## config.mk

```make
export PLATFORM = sky130hd
export DESIGN_NAME = dmem_arbiter
export DESIGN_NICKNAME = d
export VERILOG_FILES = /design/src/rtl/dmem_pkg.sv /design/src/rtl/sat_counter.sv /design/src/rtl/dmem_arbiter.sv
export SDC_FILE = /design/constraint.sdc
export NUM_CORES = 1
export LEC_CHECK = 0
export BUFFER_PORTS_ARGS = -buffer_cell sky130_fd_sc_hd__buf_2
export CAP_MARGIN = 20
export CELL_PAD_IN_SITES_DETAIL_PLACEMENT = 1
export CELL_PAD_IN_SITES_GLOBAL_PLACEMENT = 1
export CORE_AREA = 2 2 119 121
export DETAILED_ROUTE_END_ITERATION = 16
export DIE_AREA = 0 0 121 123
export PLACE_DENSITY = 0.68
export REMOVE_ABC_BUFFERS = 1
export SETUP_SLACK_MARGIN = 0.4
export SLEW_MARGIN = 20
export SYNTH_ARGS = -nofsm -noshare
export SYNTH_HDL_FRONTEND = slang
export SYNTH_SLANG_ARGS = --single-unit
```

## constraint.sdc

```tcl
create_clock -name clock -period 2.7 [get_ports clock]
set_clock_uncertainty 0.1 [all_clocks]
set_input_delay 0.405 -clock clock [delete_from_list [all_inputs] [get_ports clock]]
set_output_delay 0.405 -clock clock [all_outputs]
set_load 0.005 [all_outputs]
```

## src/rtl/dmem_pkg.sv

```systemverilog
// Shared definitions for the data-memory arbiter: access-width op codes and arbiter states.
package dmem_pkg;

  localparam logic [2:0] OP_LB  = 3'b000;
  localparam logic [2:0] OP_LH  = 3'b001;
  localparam logic [2:0] OP_LW  = 3'b010;
  localparam logic [2:0] OP_LBU = 3'b100;
  localparam logic [2:0] OP_LHU = 3'b101;
  localparam logic [2:0] OP_SB  = 3'b000;
  localparam logic [2:0] OP_SH  = 3'b001;
  localparam logic [2:0] OP_SW  = 3'b010;

  typedef enum logic {
    ARB_IDLE = 1'b0,
    ARB_RESP = 1'b1
  } arb_state_e;

endpackage

```

## src/rtl/sat_counter.sv

```systemverilog
// Saturating up-counter with synchronous clear; flags when it sits at its ceiling.
module sat_counter #(
  parameter int unsigned MAX = 16,
  parameter int unsigned W   = $clog2(MAX + 1)
) (
  input  logic i_clk,
  input  logic i_rst,
  input  logic i_inc,
  input  logic i_clr,
  output logic o_sat
);

  logic [W-1:0] r_count;
  logic         w_at_max;

  always_comb begin
    w_at_max = (r_count == W'(MAX));
    o_sat    = w_at_max;
  end

  always_ff @(posedge i_clk or posedge i_rst) begin
    if (i_rst) begin
      r_count <= '0;
    end else if (i_clr) begin
      r_count <= '0;
    end else if (i_inc && !w_at_max) begin
      r_count <= r_count + 1'b1;
    end
  end

endmodule

```

## src/rtl/dmem_arbiter.sv

```systemverilog
// Shares the data-memory port between the CPU (always wins, zero latency) and a device
// requester that is slotted into CPU-idle cycles with a one-cycle response pulse.
module dmem_arbiter
  import dmem_pkg::*;
#(
  parameter int unsigned AW           = 32,
  parameter int unsigned DW           = 32,
  parameter int unsigned STARVE_LIMIT = 16
) (
  input  logic          clock,
  input  logic          reset,
  input  logic [AW-1:0] cpu_addr,
  input  logic [DW-1:0] cpu_wdata,
  input  logic [2:0]    cpu_op,
  input  logic          cpu_we,
  input  logic          cpu_rd,
  output logic [DW-1:0] cpu_rdata,
  input  logic          dev_req_valid,
  output logic          dev_req_ready,
  input  logic          dev_we,
  input  logic [AW-1:0] dev_addr,
  input  logic [DW-1:0] dev_wdata,
  input  logic [2:0]    dev_op,
  output logic          dev_resp_valid,
  output logic [DW-1:0] dev_rdata,
  output logic [AW-1:0] mem_addr,
  output logic [DW-1:0] mem_wdata,
  output logic [2:0]    mem_op,
  output logic          mem_we,
  output logic          mem_rd,
  input  logic [DW-1:0] mem_rdata,
  output logic          starve
);

  arb_state_e    r_state;
  arb_state_e    w_state_next;
  logic [DW-1:0] r_dev_rdata;
  logic          w_cpu_busy;
  logic          w_idle;
  logic          w_grant;
  logic          w_wait_inc;
  logic          w_wait_clr;

  always_comb begin
    w_cpu_busy = cpu_we | cpu_rd;
    w_idle     = (r_state == ARB_IDLE);
    w_grant    = w_idle & dev_req_valid & ~w_cpu_busy & ~reset;
  end

  always_ff @(posedge clock or posedge reset) begin
    if (reset) begin
      r_state <= ARB_IDLE;
    end else begin
      r_state <= w_state_next;
    end
  end

  always_comb begin
    w_state_next   = r_state;
    dev_req_ready  = 1'b0;
    dev_resp_valid = 1'b0;
    unique case (r_state)
      ARB_IDLE: begin
        dev_req_ready = w_grant;
        if (w_grant) w_state_next = ARB_RESP;
      end
      ARB_RESP: begin
        dev_resp_valid = 1'b1;
        w_state_next   = ARB_IDLE;
      end
      default: w_state_next = ARB_IDLE;
    endcase
  end

  // Port mux: CPU signals are the default so its address/data are visible even when idle.
  always_comb begin
    mem_addr  = cpu_addr;
    mem_wdata = cpu_wdata;
    mem_op    = cpu_op;
    mem_we    = cpu_we & ~reset;
    mem_rd    = cpu_rd & ~reset;
    if (w_grant) begin
      mem_addr  = dev_addr;
      mem_wdata = dev_wdata;
      mem_op    = dev_op;
      mem_we    = dev_we;
      mem_rd    = ~dev_we;
    end
  end

  assign cpu_rdata = mem_rdata;
  assign dev_rdata = r_dev_rdata;

  always_ff @(posedge clock or posedge reset) begin
    if (reset) begin
      r_dev_rdata <= '0;
    end else if (w_grant && !dev_we) begin
      r_dev_rdata <= mem_rdata;
    end
  end

  // The response cycle leaves the wait count untouched.
  always_comb begin
    w_wait_inc = w_idle & dev_req_valid & ~w_grant;
    w_wait_clr = w_idle & (w_grant | ~dev_req_valid);
  end

  sat_counter #(
    .MAX(STARVE_LIMIT)
  ) u_wait_cnt (
    .i_clk(clock),
    .i_rst(reset),
    .i_inc(w_wait_inc),
    .i_clr(w_wait_clr),
    .o_sat(starve)
  );

endmodule

```

# After elaboration in Yosys (flattened, before gate mapping)
# Index checks and enable logic that the tools add are counted.
# W data, S select, Z words.
[totals] reg_bits=38 latchBits=0 mem_bits_rw=0 romBits=0 wordCells=36 mem_count=0
[op_classes] addsub=1 multipliers=0 div=0 magnitude_cmp=0 eq_ne=1 shifts=0 muxes=11 bitwise_logic=15 n_reduce_logical=5
[op_table] op="$mux W32" count=2
[op_table] op="$mux W5" count=2
[op_table] op="$and A1 B1 Y1" count=7
[op_table] op="$not A1 Y1" count=6
[op_table] op="$add A5 B1 Y5 const B" count=1
[op_table] op="$eq A5 B5 Y1 const B" count=1
[op_table] op="$mux W1" count=5
[op_table] op="$mux W3" count=1
[op_table] op="$logic_and A1 B1 Y1" count=2
[op_table] op="$logic_not A1 Y1" count=2
[op_table] op="$or A1 B1 Y1" count=2
[op_table] op="$pmux W1 S2" count=1
[op_table] op="$reduce_bool A2 Y1" count=1

# Depth between registers and ports, before layout
# Gate-level depths: netlist (run 1).
[depth] depth_word=9 ltp_mapped=5

# By module
# From an unflattened synthesis (run 1), not the netlist that was laid out.
[hier_totals] cells_unflattened=216 area_unflattened_um2=2762.6
[modules_own_cells] mod="dmem_arbiter" instances=1 cells_each=188 area_per_inst_um2=2478.6
[modules_own_cells] mod="sat_counter" instances=1 cells_each=28 area_per_inst_um2=284.0

# Least setup slack after synthesis (run 1)
# OpenSTA, ideal clock, no wires.
[synth_path] path_type="input to output" from="in cpu_rd" to="out mem_wdata[15]" arrival_ns=1.776 required_ns=2.195 setup_slack_ns=0.419 cell_stages=5 path_buffers=2 path_cell_list="or3_4 nor3b_2 buf_4 buf_6 mux2_1"
[synth_via] elab_chain_cells=5
[synth_lines] item="from (decl)" line="dmem_arbiter.sv:16" text="input logic cpu_rd,"
[synth_lines] item="$or A1 B1 Y1" line="dmem_arbiter.sv:45" text="w_cpu_busy = cpu_we | cpu_rd;"
[synth_lines] item="$not A1 Y1" line="dmem_arbiter.sv:47" text="w_grant = w_idle & dev_req_valid & ~w_cpu_busy & ~reset;"
[synth_lines] item="$and A1 B1 Y1 (2 in series)" line="dmem_arbiter.sv:47"
[synth_lines] item="$mux W32" line="dmem_arbiter.sv:82" text="if (w_grant) begin"
[synth_lines] item="to (decl)" line="dmem_arbiter.sv:27" text="output logic [DW-1:0] mem_wdata,"
# No other way between the ends.

# Final worst setup path (run 1)
[layout_path] from="in cpu_rd" to="out mem_wdata[11]"
# Same word-level chain as after synthesis.

==> results of run 1 <==
-- metrics by stage --
step	setup TNS [ns]	instances	instance area [um^2]	hold slack, ns
3_3_place_gp	0	656	4100	0.364
3_5_place_dp	0	656	4100	0.379
2_1_floorplan	-130.81	165	2280	0.383
5_1_grt	0	683	4870	0.279
6_report	0	683	4870	0.217
4_1_cts	0	679	4730	0.222
-- critical path: cells and delay by family --
kind                   cells  cell delay, ns
buffers and inverters      6            0.70
muxes                      1            0.30
and+or+nand+nor            2            0.65
-- layer usage --
layer  vias to the layer above  track usage, %
met1                      1297            15.8
met4                        10            4.51
met3                        26            6.13
li1                       1302               -
met2                       185            29.5
met5                         -               0
-- state kept, by name, summed over array words and instances (netlist names) --
name,count
dev_rdata,32
u_wait_cnt.r_count,5
r_state,1
-- repair_timing --
item                                    CTS  global route
endpoints found under the hold margin     0             0
resized for setup                        35            16
endpoints found under the setup margin   68            68
gates cloned                              5             2
buffers inserted                         10             2
pin swaps                                 2             2
-- cell type report --
type / instances / area, um^2 / share of cell area, %
clock buffers: 6 / 139 / 2.85
clock inverters: 2 / 60.1 / 1.23
inverters: 4 / 15.0 / 0.309
multi-input cells: 123 / 1410 / 29.0
flip-flops and latches: 38 / 952 / 19.6
well taps: 180 / 225 / 4.63
repair buffers: 330 / 2070 / 42.5
-- power groups by stage --
stage / combinational (W) / sequential [W] / clock [W]
after detailed placement: 0.000636 / 0.000760 / 0
final: 0.000701 / 0.000750 / 0.000756
after floorplan: 0.000218 / 0.000769 / 0
after global placement: 0.000617 / 0.000754 / 0
after CTS: 0.000695 / 0.000751 / 0.000784
after global routing: 0.000761 / 0.000769 / 0.000810
-- cell families (layout without fill, tap and decap cells) --
logic type,after synthesis,in the layout,share of synthesized area (%)
buffers and inverters,47,342,12.9
AND/OR/NAND/NOR,11,11,4.04
flip-flops,38,38,36.6
AO/OA/AOI/OAI,9,9,1.97
adder cells (fa/ha/maj),2,2,0.962
XOR/XNOR,2,2,0.674
multiplexers,99,99,42.9
-- synth_stat cells --
master and n:
xor2_1 2, nor4b_4 1, or3_4 1, or4_1 1, clkbuf_1 1, buf_2 5
nor2_1 2, mux2_1 12, nor4bb_1 1, buf_6 4, inv_1 4, ha_1 2
dfrtp_1 38, nor3b_2 1, mux2_2 87, buf_4 33, o21ai_0 3, or3b_2 1
or3_1 1, nand4b_1 2, a21oi_1 4, a22o_1 1, a21o_1 1
-- final timing paths --
| path | startpoint | to |
|---|---|---|
| min reg2reg | dev_rdata[13] | dev_rdata[13] |
| min | reset | u_wait_cnt.r_count[2] |
| min in group clock | mem_rdata[19] | dev_rdata[19] |
| max in group asynchronous | reset | r_state |
| max reg2reg | r_state | dev_rdata[27] |
| max | cpu_rd | mem_wdata[11] |
==> flow_summary.yaml, run 1 <==
status:
  status: "finished, final reports clean"
cts:
  path_clk_slew_ns: 0.06
  cts-hold-fix-buffers: 0
  clock_latency_ns: 0.27
  cts_tree: "yes"
  cts.htree.levels: 2
  cts_buffer_depth: 2
  root_buffer: "clkbuf_16"
  cts_sinks: 38
  numCtsBuffers: 5
detailed_routing:
  dr.pass1.iters: 3
  viasPerCell: 4.13
  drt-initial-drc-count: 46
  wl_met1_mm: 4.25
  route.met2.wl_mm: 6.40
  drc: 0
  dr.max_layer_used: "met5"
  wire_per_inst_um: 18.1
  via_count: 2820
  met3WireLength_mm: 1.37
  ant_nets: 0
  wl_mm: 12.3
die:
  die_w_um: 121
  rows: 43
  initial_core_util_pct: 19.1
  core-area_um2: 13600
  dieArea_um2: 14900
  die_y_um: 123
  ios: 308
yosys:
  synth-seq-cells: 38
  synth_top_area_share_pct: 37.7
  synth_top_area_cell: "mux2_2"
  synth_area_leaders: "mux2_2 (38%), dfrtp_1 (37%), buf_4 (9.5%)"
  synthesis.area_um2: 2600
  synth_warnings: 0
  synth.distinct_cells: 23
  ys_seq_area_share_pct: 36.6
  syn_inst: 208
  syn_area_per_cell_um2: 12.5
setup_path:
  required_ns: 2.19
  reg2reg_setup_slack_ns: 0.84
  crit_path_start_kind: "primary input"
  cp-end-kind: "output port"
  cp_common_cell: "buf_12"
  path_cells: "buf_6 -> or3_4 -> nor3b_4 -> buf_12 -> buf_12 -> buf_12 -> buf_16 -> mux2_4 -> buf_6"
  critPathMaxFanout: 5
  cp_slowest_stage_delay_ns: 0.40
  worstRegToRegCells: 3
  cp_data_arrival_time_ns: 2.07
  cp_slowest_cell: "or3_4"
  crit_type: "in2out"
global_route:
  grt_max_degree: 39
  grt.overflow.total: 0
  antenna_found_initial: 6
  grt_pass1_wl_mm: 17.5
  grt_pass1_vias: 3080
  grt_use_total_pct: 15.6
pwr:
  irDropWorstVdd_uv: 242
  p_switching_w: 0.000530
  p_per_area_nw_per_um2: 454
  power.total_w: 0.00221
  sequentialPowerShare_pct: 34.0
  p_leak_nw: 2.55
  sw_frac_of_total_pct: 24.0
  power_frac_comb_pct: 31.8
  p_int_w: 0.00168
  pwr-share-clk_pct: 34.3
final_layout:
  final_common_cell: "buf_2"
  drive_gt1_share_pct: 86.7
  antenna_cells: 0
  area_delta_synth_final_pct: 87.1
  fin_nets: 676
  mostFrequentLayoutCells: "buf_2 (288), mux2_2 (70), dfrtp_1 (37)"
  fill_cells: 1594
  post-route-util_pct: 35.7
placement:
  dp_slack_ns: 0.110
  hpwl_mm: 9.87
  gp_congestion: 0.921
  port_buffers: 307
min_path:
  hp-class: "in2async"
sta:
  finalSetupViolCount: 0
  period_share_pct: 95.4
  finalHoldViolCount: 0
  slew_violations: 0
  tightest_slew_ns: 0.515
  relSlewSlack_pct: 65.2
  rsz0062_at_grt: "true"
  period_needed_ns: 2.57
  setup_slack_ns: 0.125
  max_freq_mhz: 388
job:
  drv_cap: 0
Power figures use the tool's default switching activity.
==> inputs of run 2 (changes only) <==
CORE_AREA = 2 2 120 122   (was 2 2 119 121)
DIE_AREA = 0 0 122 124   (was 0 0 121 123)
SYNTH_HIERARCHICAL = 1   (was unset)
==> run 2 against run 1 <==
Clock power shrank 12%; first-iteration DRC count is 33% higher; critical path depth down 3; global-route usage fell by 1.8 points; die area rose by 1.6%; sequential share of layout area is 0.24 points higher; largest power group is now registers.
==> flow_summary.yaml, run 2 <==
detailed_routing:
  drc: 0
  dr.pass1.iters: 3
  ant_nets: 0
  drt-initial-drc-count: 61
  via_count: 2814
  wire_per_inst_um: 16.3
  viasPerCell: 4.10
  wl_mm: 11.2
pwr:
  p_leak_nw: 2.72
  irDropWorstVdd_uv: 220
  p_per_area_nw_per_um2: 447
global_route:
  grt_pass1_vias: 2981
  grt_max_degree: 33
  grt_use_total_pct: 13.8
  antenna_found_initial: 1
  grt_pass1_wl_mm: 16.0
  grt.overflow.total: 0
final_layout:
  largest_reg_flops: 32
  multiInputGateArea_um2: 1470
  area_delta_synth_final_pct: 73.8
  final_common_cell: "buf_2"
  fin_nets: 680
  mostFrequentLayoutCells: "buf_2 (296), mux2_2 (62), mux2_4 (38), dfrtp_1 (38), buf_6 (12)"
  seqCellArea_um2: 951
  drive_gt1_share_pct: 86.8
  fill_cells: 1627
setup_path:
  cp_slowest_stage_delay_ns: 0.38
  required_ns: 2.19
  crit_cells: 6
  cp_num_buf_inv: 3
  crit_type: "reg2out"
  cp_data_arrival_time_ns: 2.14
  crit_family: "simple AND/OR/NAND/NOR gates"
  cp_slowest_cell: "dfrtp_1"
  crit_path_start_kind: "flop"
  critPathMaxFanout: 8
  worstRegToRegCells: 8
  cp-end-kind: "output port"
  path_cells: "or3b_1 -> or3_4 -> buf_12 -> clkbuf_16 -> mux2_2 -> buf_2"
yosys:
  synth_edf_count: 0
  synth.distinct_cells: 22
  synth-seq-cells: 38
  synthArstFlopShare_pct: 100
  ys_seq_area_share_pct: 34.4
  synth_area_leaders: "dfrtp_1 (34%), mux2_2 (26%), mux2_4 (20%)"
  yosys-top-cells-count: "mux2_2 (63), dfrtp_1 (38), mux2_4 (37)"
  synth_warnings: 6
  ys.flop_type: "dfrtp_1"
  synth_top_area_cell: "dfrtp_1"
  yosysMostFrequentCell: "mux2_2"
  synthesis.area_um2: 2760
  syn_area_per_cell_um2: 12.8
  syn_inst: 216
  synth_top_area_share_pct: 34.4
min_path:
  hp-class: "in2reg"
  min_delay_path_depth: 2
sta:
  finalSetupViolCount: 0
  setup_slack_ns: 0.0594
  setup_tns_ns: 0
  rsz0062_at_grt: "true"
  period_needed_ns: 2.64
  max_freq_mhz: 379
  relSlewSlack_pct: 70.6
  tightest_slew_ns: 0.440
  slew_violations: 0
  finalHoldViolCount: 0
  period_share_pct: 97.8
die:
  core-area_um2: 13700
  dieArea_um2: 15100
  rows: 43
  ios: 308
  die_y_um: 124
  die_w_um: 122
  initial_core_util_pct: 20.1
placement:
  port_buffers: 307
  gp_congestion: 0.776
  dp_slack_ns: 0.133
  hpwl_mm: 8.65
cts:
  numCtsBuffers: 5
  root_buffer: "clkbuf_16"
  cts_tree: "yes"
  clock_latency_ns: 0.27
  cts_buffer_depth: 2
  path_clk_slew_ns: 0.06
  cts_sinks: 38
  cts.htree.levels: 2
job:
  drv_cap: 0
status:
  status: "finished, final reports clean"
run 2: cell types whose count changed in the layout (fill, tap and decap cells not counted), moves of 3 or more:
| cell | change |
|---|---|
| mux2_4 | +16 |
| nor2_1 | +3 |
| buf_6 | -9 |
| mux2_1 | -7 |
| buf_12 | -4 |
| mux2_2 | -8 |
| buf_2 | +8 |
run 2: area by class of cell:
type,instances,share of cell area [%]
antenna,1,0.0521
clock buffer,6,2.89
inverter,6,0.469
clock inverter,1,0.625
multi-input combinational,128,30.6
sequential,38,19.8
tap,180,4.69
timing repair buffer,327,40.8
run 2: final timing paths:
kind	end	slack [ns]	from
max in group asynchronous	dev_rdata[28]	1.41	reset
hold reg to reg	dev_rdata[27]	0.40	dev_rdata[27]
setup / recovery	mem_wdata[17]	0.06	r_state
min in group asynchronous	r_state	0.50	reset
setup reg to reg	u_wait_cnt/r_count[0]	0.44	r_state
hold / removal	dev_rdata[25]	0.28	mem_rdata[25]
run 2: layer usage:
metal	vias to the layer above	share of wire, %	GRT usage, %
li1	1309	-	-
met1	1341	38	15.5
met2	152	53	26.0
met3	12	7.2	3.02
met4	0	1.7	3.81
met5	-	0	0
run 2: worst reg2reg max path: cells and delay by family (launching register included):
family	cells	cell delay (ns)
buffers and inverters	3	0.47
AND/OR/NAND/NOR	3	0.77
flip-flops	1	0.38
AO/OA/AOI/OAI	1	0.15
multiplexers	1	0.26
run 2: where the power goes:
group	switching, W	internal (W)	total [W]
clock	0.000211	0.000455	0.000666
sequential	0.0000645	0.000690	0.000754
combinational	0.000255	0.000471	0.000726
run 2: per-stage QoR:
stage,std cells,hold WS (ns),utilization [%],cell area (um^2),power [W]
after floorplan,172,0.0835,-,2430,0.00106
after CTS,681,0.267,34.0,4670,0.00217
final,687,0.276,35.0,4800,0.00215
after global routing,687,0.273,35.0,4800,0.00228
after detailed placement,663,0.206,31.0,4250,0.00145
after global placement,663,0.198,31.0,4250,0.00142
run 2: timing repair:
item / 4_1_cts / 5_1_grt
buffers inserted: 5 / 2
gates cloned: 5 / 3
hold endpoints to repair: 6 / 0
pin swaps: 2 / 1
gates resized for setup: 15 / 7
setup endpoints to repair: 71 / 70
hold buffers: 1 / 0
run 2: kinds of logic after synthesis:
group | share of synthesized area [%]
flip-flops | 34.4
adder cells (fa/ha/maj) | 0.906
AO/OA/AOI/OAI | 0.724
XOR/XNOR | 0.634
AND/OR/NAND/NOR | 4.35
multiplexers | 46.2
buffers and inverters | 12.8
==> inputs of run 3 (changes only) <==
CORE_AREA = 2 2 118 120   (was 2 2 120 122)
DIE_AREA = 0 0 120 122   (was 0 0 122 124)
PLACE_DENSITY = 0.7   (was 0.68)
clock period = 3.1 ns   (was 2.7 ns; I/O delays follow)
==> run 3 against run 2 <==
Clock power down 15%; global-route usage rose by 2.0 points; core utilization increased by 0.55 points; routed wire length is 11% higher; power is 13% lower; worst hold slack worse by 0.24 ns; first-iteration DRC count is 23% lower; worst setup slack improved by 0.32 ns; cell count shrank 0.58%; die area is 3.2% lower; via count down 0.64%.
==> flow_summary.yaml, run 3 (same netlist as run 2, synthesis figures left out) <==
status:
  status: "finished, final reports clean"
detailed_routing:
  dr.pass1.iters: 4
  via_count: 2796
  viasPerCell: 4.09
  wl_mm: 12.4
  ant_nets: 0
  wire_per_inst_um: 18.2
  drc: 0
  drt-initial-drc-count: 47
cts:
  cts_sinks: 38
  path_clk_slew_ns: 0.06
  cts.htree.levels: 2
  root_buffer: "clkbuf_16"
  cts-hold-fix-buffers: 0
  clock_latency_ns: 0.28
  cts_buffer_depth: 2
  numCtsBuffers: 5
  cts_tree: "yes"
pwr:
  pwr-share-clk_pct: 30.2
  p_switching_w: 0.000485
  p_int_w: 0.00139
  p_per_area_nw_per_um2: 391
  p_leak_nw: 2.73
  irDropWorstVdd_uv: 156
  sequentialPowerShare_pct: 35.0
  sw_frac_of_total_pct: 25.8
  power_frac_comb_pct: 34.8
die:
  core-area_um2: 13500
  initial_core_util_pct: 20.5
  die_w_um: 120
  die_y_um: 122
  ios: 308
  dieArea_um2: 14600
  rows: 43
global_route:
  grt_max_degree: 34
  grt_pass1_wl_mm: 17.6
  grt_use_total_pct: 15.7
  grt_busiest_layer: "met2"
  grt_pass1_vias: 3059
  use_met3_pct: 4.21
  use_met1_pct: 18.2
  antenna_found_initial: 0
  grt.overflow.total: 0
  gr-usage-met2_pct: 28.7
setup_path:
  crit_path_start_kind: "flop"
  cp_data_arrival_time_ns: 2.16
  required_ns: 2.53
  worstRegToRegCells: 8
  critPathMaxFanout: 8
  crit_type: "reg2out"
  cp-end-kind: "output port"
sta:
  setup_tns_ns: 0
  rsz0062_at_grt: "true"
  period_needed_ns: 2.73
  period_share_pct: 87.9
  finalSetupViolCount: 0
  tightest_slew_ns: 0.590
  relSlewSlack_pct: 60.6
  slew_violations: 0
  finalHoldViolCount: 0
  max_freq_mhz: 367
  timing.hold.ws_ns: 0.0316
placement:
  port_buffers: 307
  hpwl_mm: 9.64
  gp_congestion: 0.950
final_layout:
  drive_gt1_share_pct: 86.5
  antenna_cells: 0
  multiInputGateArea_um2: 1480
  final_common_cell: "buf_2"
  area_delta_synth_final_pct: 73.7
  fill_cells: 1588
  fin_nets: 676
  seqCellArea_um2: 951
  mostFrequentLayoutCells: "buf_2 (287), mux2_2 (60), mux2_4 (40)"
  largest_reg_flops: 32
min_path:
  hp-class: "in2async"
job:
  drv_cap: 0
[run 3: routing by layer]
layer / vias to the layer above / routed length, um
met2: 169 / 6320
met5: - / 0
met1: 1311 / 4880
li1: 1305 / -
met4: 0 / 131
met3: 11 / 1110
[run 3: repair_timing]
action,in CTS,in global routing
buffers inserted,5,1
endpoints found under the setup margin,65,66
gates resized for setup,23,8
pin swaps,2,1
gates cloned,6,1
[run 3: final cells by class]
class | instances | share of cell area [%]
clock buffer | 5 | 2.61
clock inverter | 3 | 0.834
inverter | 6 | 0.469
multi-input combinational | 128 | 30.7
sequential | 38 | 19.8
tap | 180 | 4.69
timing repair buffer | 323 | 40.8
[run 3: power by group through the flow]
stage                     Clock (W)  Combinational (W)  Sequential (W)
after floorplan                   0           0.000249        0.000671
after global placement            0           0.000602        0.000657
final                      0.000567           0.000653        0.000657
after detailed placement          0           0.000609        0.000665
after CTS                  0.000591           0.000653        0.000658
after global routing       0.000612           0.000705        0.000670
[run 3: critical path: stages, from the launching register on]
cell     delay (ns)
dfrtp_1        0.38
or3b_1         0.37
or3_4          0.38
buf_12         0.17
buf_16         0.15
mux2_4         0.30
buf_6          0.11
[run 3: worst paths after layout]
path	end	from	slack, ns
worst max-delay path	mem_wdata[27]	r_state	0.37
worst max register to register	u_wait_cnt/r_count[0]	r_state	0.56
worst min-delay path	u_wait_cnt/r_count[2]	reset	0.03
min in group clock	dev_rdata[14]	mem_rdata[14]	0.34
max in group asynchronous	dev_rdata[27]	reset	2.36
worst min register to register	dev_rdata[19]	dev_rdata[19]	0.40
[run 3: metrics by stage]
stage,utilization (%),instance area [um^2],worst slack [ns],power (W),cells
4_1_cts,34.9,4720,0.326,0.00190,681
5_1_grt,35.5,4800,0.328,0.00199,683
3_5_place_dp,31.3,4230,0.306,0.00127,662
2_1_floorplan,-,2430,-0.566,0.000919,172
3_3_place_gp,31.3,4230,0.331,0.00126,662
6_report,35.5,4800,0.375,0.00188,683
